===== src/rtl/raifes_gpio_multi.sv =====
// Parametrised HASTI (AHB-Lite) GPIO slave: data/direction, synchronised inputs, set/clear/toggle.
// Optional per-pin edge interrupts are built when RAIFES_GPIO_IRQ_EN is defined.
`ifndef HASTI_ADDR_WIDTH
`define HASTI_ADDR_WIDTH 32
`endif
`ifndef HASTI_BUS_WIDTH
`define HASTI_BUS_WIDTH 32
`endif
`ifndef HASTI_SIZE_WIDTH
`define HASTI_SIZE_WIDTH 3
`endif
`ifndef HASTI_BURST_WIDTH
`define HASTI_BURST_WIDTH 3
`endif
`ifndef HASTI_PROT_WIDTH
`define HASTI_PROT_WIDTH 4
`endif
`ifndef HASTI_TRANS_WIDTH
`define HASTI_TRANS_WIDTH 2
`endif
`ifndef HASTI_RESP_WIDTH
`define HASTI_RESP_WIDTH 1
`endif

module raifes_gpio_multi #(
  parameter int unsigned WIDTH     = 8,
  parameter logic [31:0] BASE_ADDR = 32'hC0000000
) (
  input  logic                           clk,
  input  logic                           reset,
  output logic [WIDTH-1:0]               gpio_d,
  output logic [WIDTH-1:0]               gpio_en,
  input  logic [WIDTH-1:0]               gpio_i,
  output logic                           irq,
  input  logic [`HASTI_ADDR_WIDTH-1:0]   haddr,
  input  logic                           hwrite,
  input  logic [`HASTI_SIZE_WIDTH-1:0]   hsize,
  input  logic [`HASTI_BURST_WIDTH-1:0]  hburst,
  input  logic                           hmastlock,
  input  logic [`HASTI_PROT_WIDTH-1:0]   hprot,
  input  logic [`HASTI_TRANS_WIDTH-1:0]  htrans,
  input  logic [`HASTI_BUS_WIDTH-1:0]    hwdata,
  output logic [`HASTI_BUS_WIDTH-1:0]    hrdata,
  output logic                           hready,
  output logic [`HASTI_RESP_WIDTH-1:0]   hresp
);

  localparam logic [3:0] OFF_DOUT  = 4'h0;
  localparam logic [3:0] OFF_DIR   = 4'h1;
  localparam logic [3:0] OFF_DIN   = 4'h2;
  localparam logic [3:0] OFF_SET   = 4'h3;
  localparam logic [3:0] OFF_CLR   = 4'h4;
  localparam logic [3:0] OFF_TGL   = 4'h5;
  localparam logic [3:0] OFF_IEN   = 4'h6;
  localparam logic [3:0] OFF_IPEND = 4'h7;
  localparam logic [3:0] OFF_IEDGE = 4'h8;

  typedef enum logic {S_IDLE, S_ACCESS} state_t;

  state_t                       r_state;
  logic [3:0]                   r_off;
  logic                         r_wr;
  logic [WIDTH-1:0]             r_dout;
  logic [WIDTH-1:0]             r_dir;
  logic [WIDTH-1:0]             r_sync1;
  logic [WIDTH-1:0]             r_sync2;
  logic [`HASTI_BUS_WIDTH-1:0]  r_hrdata;
  logic                         w_sel;
  logic                         w_wr_now;
  logic [WIDTH-1:0]             w_wdata;
  logic [`HASTI_BUS_WIDTH-1:0]  w_rdata;
  logic                         w_unused;

`ifdef RAIFES_GPIO_IRQ_EN
  logic [WIDTH-1:0]             r_sync3;
  logic [WIDTH-1:0]             r_irq_en;
  logic [WIDTH-1:0]             r_irq_pend;
  logic [WIDTH-1:0]             r_irq_edge;
  logic                         r_irq;
  logic [WIDTH-1:0]             w_edge;
  logic [WIDTH-1:0]             w_pend_clr;
`endif

  assign w_sel    = hready && htrans[1] && (haddr[31:6] == BASE_ADDR[31:6]);
  assign w_wr_now = (r_state == S_ACCESS) && r_wr;
  assign w_wdata  = hwdata[WIDTH-1:0];
  assign w_unused = ^{hsize, hburst, hmastlock, hprot, htrans, haddr, hwdata};

  assign hready  = (r_state == S_IDLE);
  assign hresp   = '0;
  assign hrdata  = r_hrdata;
  assign gpio_d  = r_dout;
  assign gpio_en = r_dir;

`ifdef RAIFES_GPIO_IRQ_EN
  // Per-pin edge select: IRQ_EDGE=0 picks rising, 1 picks falling.
  assign w_edge     = (~r_irq_edge & r_sync2 & ~r_sync3) | (r_irq_edge & ~r_sync2 & r_sync3);
  assign w_pend_clr = (w_wr_now && r_off == OFF_IPEND) ? w_wdata : '0;
  assign irq        = r_irq;
`else
  assign irq        = 1'b0;
`endif

  always_comb begin
    w_rdata = '0;
    case (r_off)
      OFF_DOUT, OFF_SET, OFF_CLR, OFF_TGL: w_rdata[WIDTH-1:0] = r_dout;
      OFF_DIR:   w_rdata[WIDTH-1:0] = r_dir;
      OFF_DIN:   w_rdata[WIDTH-1:0] = r_sync2;
`ifdef RAIFES_GPIO_IRQ_EN
      OFF_IEN:   w_rdata[WIDTH-1:0] = r_irq_en;
      OFF_IPEND: w_rdata[WIDTH-1:0] = r_irq_pend;
      OFF_IEDGE: w_rdata[WIDTH-1:0] = r_irq_edge;
`endif
      default:   w_rdata = '0;
    endcase
  end

  always_ff @(posedge clk) begin
    if (reset) begin
      r_state  <= S_IDLE;
      r_off    <= '0;
      r_wr     <= 1'b0;
      r_dout   <= '0;
      r_dir    <= '0;
      r_sync1  <= '0;
      r_sync2  <= '0;
      r_hrdata <= '0;
`ifdef RAIFES_GPIO_IRQ_EN
      r_sync3    <= '0;
      r_irq_en   <= '0;
      r_irq_pend <= '0;
      r_irq_edge <= '0;
      r_irq      <= 1'b0;
`endif
    end else begin
      r_sync1 <= gpio_i;
      r_sync2 <= r_sync1;
`ifdef RAIFES_GPIO_IRQ_EN
      r_sync3    <= r_sync2;
      // Edge set is OR'd after the W1C mask so a coincident edge wins.
      r_irq_pend <= (r_irq_pend & ~w_pend_clr) | w_edge;
      r_irq      <= |(r_irq_pend & r_irq_en);
`endif
      case (r_state)
        S_IDLE: begin
          if (w_sel) begin
            r_off   <= haddr[5:2];
            r_wr    <= hwrite;
            r_state <= S_ACCESS;
          end
        end
        S_ACCESS: begin
          r_state <= S_IDLE;
          if (r_wr) begin
            case (r_off)
              OFF_DOUT:  r_dout     <= w_wdata;
              OFF_DIR:   r_dir      <= w_wdata;
              OFF_SET:   r_dout     <= r_dout | w_wdata;
              OFF_CLR:   r_dout     <= r_dout & ~w_wdata;
              OFF_TGL:   r_dout     <= r_dout ^ w_wdata;
`ifdef RAIFES_GPIO_IRQ_EN
              OFF_IEN:   r_irq_en   <= w_wdata;
              OFF_IEDGE: r_irq_edge <= w_wdata;
`endif
              default: ;
            endcase
          end else begin
            r_hrdata <= w_rdata;
          end
        end
        default: r_state <= S_IDLE;
      endcase
    end
  end

endmodule


===== config.mk =====
export PLATFORM = sky130hd
export DESIGN_NAME = raifes_gpio_multi
export DESIGN_NICKNAME = d
export VERILOG_FILES = /design/src/rtl/raifes_gpio_multi.sv
export SDC_FILE = /design/constraint.sdc
export NUM_CORES = 1
export LEC_CHECK = 0
export ABC_AREA = 0
export CAP_MARGIN = 15
export CORE_MARGIN = 1.5
export CORE_UTILIZATION = 39
export DETAILED_ROUTE_END_ITERATION = 10
export PLACE_DENSITY = 0.77
export SKIP_CTS_REPAIR_TIMING = 1
export SLEW_MARGIN = 20
export SYNTH_ARGS = -nofsm -noshare
export SYNTH_HDL_FRONTEND = slang
export SYNTH_SLANG_ARGS = --single-unit

===== constraint.sdc =====
create_clock -name clk -period 1.8 [get_ports clk]
set_clock_uncertainty 0.1 [all_clocks]
set_input_delay 0.54 -clock clk [delete_from_list [all_inputs] [get_ports clk]]
set_output_delay 0.54 -clock clk [all_outputs]
set_load 0.05 [all_outputs]

Word level (Yosys, flattened, before mapping)
Index checks and enable logic that the tools add are counted.
- eq/ne operators: 6
- muxes and demuxes: 4
- bitwise logic cells: 6
- reductions and logical operators: 9
- operator list (operator ; count):
    one-hot mux 8 bit (4 select lines) ; 1
    equality test 26 bit, second input constant ; 1
    one-hot mux 8 bit (3 select lines) ; 1
    AND 8 bit ; 1
    equality test 4 x 2 -> 1 bit, second input constant ; 2
    equality test 4 x 3 -> 1 bit, second input constant ; 2
    NOT 8 bit ; 1
    bitwise OR 8 bit ; 1
    XOR 8 bit ; 1
    AND reduction 3 bit ; 2
    equality test 4 x 1 -> 1 bit, second input constant ; 1
    logical NOT 4 bit ; 1
    AND reduction 2 bit ; 2
    nonzero test 4 bit ; 1
    OR reduction 4 bit ; 1
    logical AND 1 bit ; 2
    NOT 1 bit ; 2
    one-hot mux 1 bit (2 select lines) ; 1
    two-way mux 1 bit ; 1
- bits in registers: 46
- input port bits: 88
- logic and storage cells: 33

Depth between registers and ports, before layout
- depth after elaboration: 5
- gate-level depth with buffers: 7
- mapped depth without buffers: 6

Worst setup path after synthesis
OpenSTA, ideal clock, no wires.
- kind: register to register
- from: reg r_dout[6], in the netlist gpio_d[6]
- to: reg r_dout[6], in the netlist gpio_d[6]
- library setup time: 0.134 ns
- data arrival time: 1.410 ns
- data required time: 1.566 ns
- setup slack: 0.157 ns
- stages on the path, launching flop included: 7
- buffers on the path: 0
- period minus slack after synthesis: 1.643 ns
- cell sequence: dfxtp_1 inv_1 ha_1 mux2i_1 o22ai_1 a21oi_2 a211oi_1
- word-level cells in the longest chain between the ends: 2
- elaborated cells between the ends (all ways): 4
- classes of those cells: 1 x mux; 3 x bitwise
- ends and longest elaborated chain (what ; RTL line ; text):
    start, declared ; 63 ; logic [WIDTH-1:0] r_dout;
    start signal, assigned ; 157 ; OFF_DOUT: r_dout <= w_wdata;
    start signal, assigned ; 159 ; OFF_SET: r_dout <= r_dout | w_wdata;
    start signal, assigned ; 160 ; OFF_CLR: r_dout <= r_dout & ~w_wdata;
    XOR 8 bit, or another cell as far along ; 161 ; OFF_TGL: r_dout <= r_dout ^ w_wdata;
    one-hot mux 8 bit (4 select lines) * ; 156 ; case (r_off)
Every way passes the cells marked *; elsewhere a longest branch is shown, timed or not.
A chain may end at the register's enable or synchronous reset.

Worst setup path in the final report
- from: in hwdata[1]
- to: reg r_dout[1], in the netlist gpio_d[1]
- word-level cells in the longest chain between the ends: 3
- elaborated cells between the ends (all ways): 5
- classes of those cells: 1 x mux; 4 x bitwise
- ends and longest elaborated chain (what ; RTL line ; text):
    start, declared ; 42 ; input logic [`HASTI_BUS_WIDTH-1:0] hwdata,
    NOT 8 bit ; 160 ;
    AND 8 bit ; 160 ;
    one-hot mux 8 bit (4 select lines) * ; 156 ;
    end signal, assigned ; 157 ;
    end signal, assigned ; 160 ;
    end signal, assigned ; 161 ;
Marked as above.

==> impl_metrics.env <==
export IMPL_synth_mux_area_share_pct=8.451
export IMPL_swShare_pct=28.07
export IMPL_worst_endpoint_arrival_ns=1.89
export IMPL_r2r_cells=6
export IMPL_cts_bufs_inserted=5
export IMPL_drt_initial_drc_count=105
export IMPL_whs_endpoint="r_sync2[2]$_SDFF_PP0_"
export IMPL_gp_routability_congestion=0.8203
export IMPL_netSwitchingPower_mw=0.5648
export IMPL_post_synthesis_adder_cell_area_fraction_pct=8.048
export IMPL_flow_area_growth_from_synthesis_pct=51.96
export IMPL_critical_path_startpoint_type="input port"
export IMPL_criticalPathCategory="input port to register"
export IMPL_drive_gt1_share_pct=23.53
export IMPL_grt_max_degree=17
export IMPL_final_min_clock_period_ns=1.793
export IMPL_synth_compound_area_share_pct=16.55
export IMPL_fin_cells=432
export IMPL_seq_power_share_pct=51.6
export IMPL_final_hold_violation_count=0
export IMPL_syn_cell_area_mm2=0.002487
export IMPL_floorplan_die_area_mm2=0.006866
export IMPL_p_clk_share_pct=32.5
export IMPL_main_combinational_cell_family_by_area_after_synthesis="compound AO/OA/AOI/OAI gates"
export IMPL_clock_path_buffers=2
export IMPL_holdCritPathClass="register to register"
export IMPL_placedCellCount=424
export IMPL_vdd_drop_max_uv=456.5
export IMPL_floorplan_initialDensity_pct=41.28
export IMPL_r2r_end="hrdata[7]$_SDFFE_PP0P_"
export IMPL_floorplan_die_width_um=82.86
export IMPL_route_detailed_drc=0
export IMPL_totalPowerFinal_mw=2.012
export IMPL_cts_root_buf="clkbuf_8"
export IMPL_cp_max_fo=2
export IMPL_antenna_found_initial=0
export IMPL_h_tree_depth=2
export IMPL_overall_die_height_um=82.86
export IMPL_clkLatencyLatePin_ns=0.31
export IMPL_finalSetupViolations=0
export IMPL_hold_slack_ns=0.3392
export IMPL_final_core_util_pct=62.73
export IMPL_final_antenna_net_count=0
export IMPL_synth_cell_types=37
export IMPL_internal_power_mw=1.447
export IMPL_clock_sink_count=46
export IMPL_worst_slew_pin_transition_ns=0.5699
export IMPL_drt_pass1_iter_count=4
export IMPL_vias=2092
export IMPL_ys_warn_count=0
export IMPL_synth_simple_area_share_pct=15.69
export IMPL_fp_row_count=28
export IMPL_fin_nets=460
export IMPL_worst_ep_required_time_ns=1.90
export IMPL_worst_hold_path_num_cells=1
export IMPL_min_delay_start="r_sync1[2]$_SDFF_PP0_"
export IMPL_post_synth_inst_count=268
export IMPL_cts_reportedPaths_clkPinSlew_ns=0.10
export IMPL_reg2reg_setup_slack_ns=0.13
export IMPL_postSynthRegisterBits=46
export IMPL_synth_sequential_area_ratio_pct=37.02
export IMPL_cts_tree="done"
export IMPL_final_period_utilization_pct=99.61
export IMPL_drt_wirelength_per_cell_um=13.66
export IMPL_io_pins=139
export IMPL_overflow=0
export IMPL_num_antenna_cells=0
export IMPL_worstReg2RegStart="r_off[0]$_SDFFE_PP0P_"
export IMPL_number_of_global_route_vias_before_repair=2051
export IMPL_gr_util_all_layers_pct=16.91
export IMPL_route_final_wire_length_um=5902
export IMPL_critPathCaptureType="register"
export IMPL_syn_avg_cell_area_um2=9.281
export IMPL_pwr_density_cell_mw_per_mm2=532.3
export IMPL_leakagePower_nw=1.559
export IMPL_hpwlAfterDp_um=4566
export IMPL_io_buffer_count=74
export IMPL_fillers=515
export IMPL_synthXorXnorAreaFrac_pct=0
export IMPL_timing_max_cap_violations=0
export IMPL_grt_first_pass_wirelength_um=9577
export IMPL_via_per_inst=4.843
export IMPL_outcome="finished clean"
export IMPL_final_max_slew_viol_count=0
export IMPL_fp_coreArea_mm2=0.006026
export IMPL_maxSlewHeadroom_pct=62.01
export IMPL_share_comb_of_total_power_pct=15.9
export IMPL_achievable_frequency_ghz=0.5577
[per-layer routing]
metal / share of wire, % / up-vias / global-route usage (%)
li1: - / 1048 / -
met4: 1.8 / 0 / 6.515
met3: 5.0 / 12 / 3.082
met1: 42 / 959 / 21.03
met5: 0 / - / 0
met2: 51 / 73 / 28.97
[metrics by stage]
stage                     worst slack [ns]  area [um^2]    TNS, ns
after floorplan                     0.1565         2581          0
after global placement             -0.3135         3556     -3.232
after detailed placement           -0.3295         3556     -4.056
after CTS                        -0.005419         3650  -0.009233
after global routing               -0.1026         3780    -0.1098
final                             0.007055         3780          0
[registers in the layout, summed over array words and instances, names as in the netlist]
register / flops
gpio_d: 8
gpio_en: 8
hrdata: 8
r_sync1: 8
r_sync2: 8
r_off: 4
r_state: 1
r_wr: 1
[logic make-up after synthesis]
| family | after synthesis |
|---|---|
| and+or+nand+nor | 67 |
| AOI/OAI and AO/OA | 58 |
| muxes | 21 |
| DFF | 46 |
| adders and majority gates | 16 |
| other | 1 |
| buffers and inverters | 59 |
[cell usage after synthesis]
library cell,number,area share [%]
o21ai_4,1,0.65
and3_1,1,0.25
and2b_1,2,0.60
conb_1,1,0.15
buf_2,1,0.20
nor2_2,1,0.25
nand3_1,1,0.20
nand2_1,9,1.4
nand4bb_1,1,0.45
or3b_1,1,0.35
a22o_1,8,2.8
nand4_1,2,0.50
a211oi_1,8,2.4
clkbuf_1,7,1.1
buf_4,30,9.1
o21ai_1,1,0.20
nor2b_1,17,4.3
a21oi_2,8,2.8
o21ai_0,7,1.4
dfxtp_1,46,37
nor2_1,10,1.5
nor4b_1,3,1.1
or2_2,1,0.25
mux2i_1,21,8.5
nor4_1,4,1.0
buf_1,1,0.15
or2b_1,1,0.30
and2_4,1,0.35
and2_1,2,0.50
a22oi_1,8,2.4
inv_1,18,2.7
nor3_1,1,0.20
o22ai_1,8,2.0
ha_1,16,8.0
a21oi_1,9,1.8
buf_6,2,0.91
nand2b_1,9,2.3
[power groups by stage]
stage,clock network [mW],logic [mW],registers (mW)
floorplan,0,0.217,1.06
CTS,0.666,0.314,1.04
global route,0.708,0.343,1.04
global placement,0,0.307,1.06
finish,0.655,0.320,1.04
detailed placement,0,0.313,1.06
[critical path, stage by stage]
cell and delay, ns:
clkdlybuf4s50_1 0.49, inv_1 0.07, ha_1 0.29, mux2i_1 0.17, o22ai_1 0.12, a21oi_2 0.13, a211oi_2 0.07
[final cells by class]
class	instances	area (um^2)	share of cell area (%)
multi-input combinational	188	1395	36.91
timing repair buffer	97	1209	31.98
sequential	46	920.9	24.36
tap	75	93.84	2.483
clock buffer	5	68.82	1.821
inverter	18	67.56	1.787
clock inverter	3	25.02	0.6620
[layout by cell type (no fill, tap or decap), types with 2 or more instances in the layout]
cell and instances:
conb_1 26, nor2_1 10, a22oi_1 8, nor4_2 3
a211oi_1 3, o21ai_0 7, mux2i_1 21, clkdlybuf4s50_1 34
ha_1 16, nor4b_2 2, o22ai_1 8, clkbuf_8 5
a22o_1 8, a21oi_1 9, buf_6 2, nor2b_1 17
nand2b_1 9, dlymetal6s2s_1 15, nand2_1 9, dfxtp_1 46
a21oi_2 8, buf_12 25, and2b_1 2, buf_4 21
inv_1 17, nand4_1 2, a211oi_2 5
[worst max path at each step]
stage	from	endpoint
final	hwdata[1]	gpio_d[1]$_SDFFE_PP0P_
after global routing	hwdata[1]	gpio_d[1]$_SDFFE_PP0P_
after CTS	haddr[13]	r_off[0]$_SDFFE_PP0P_
after detailed placement	haddr[13]	r_off[0]$_SDFFE_PP0P_
after global placement	haddr[13]	r_off[2]$_SDFFE_PP0P_
after floorplan	gpio_d[6]$_SDFFE_PP0P_	gpio_d[6]$_SDFFE_PP0P_
No activity file was read; power rests on OpenSTA's default activity.
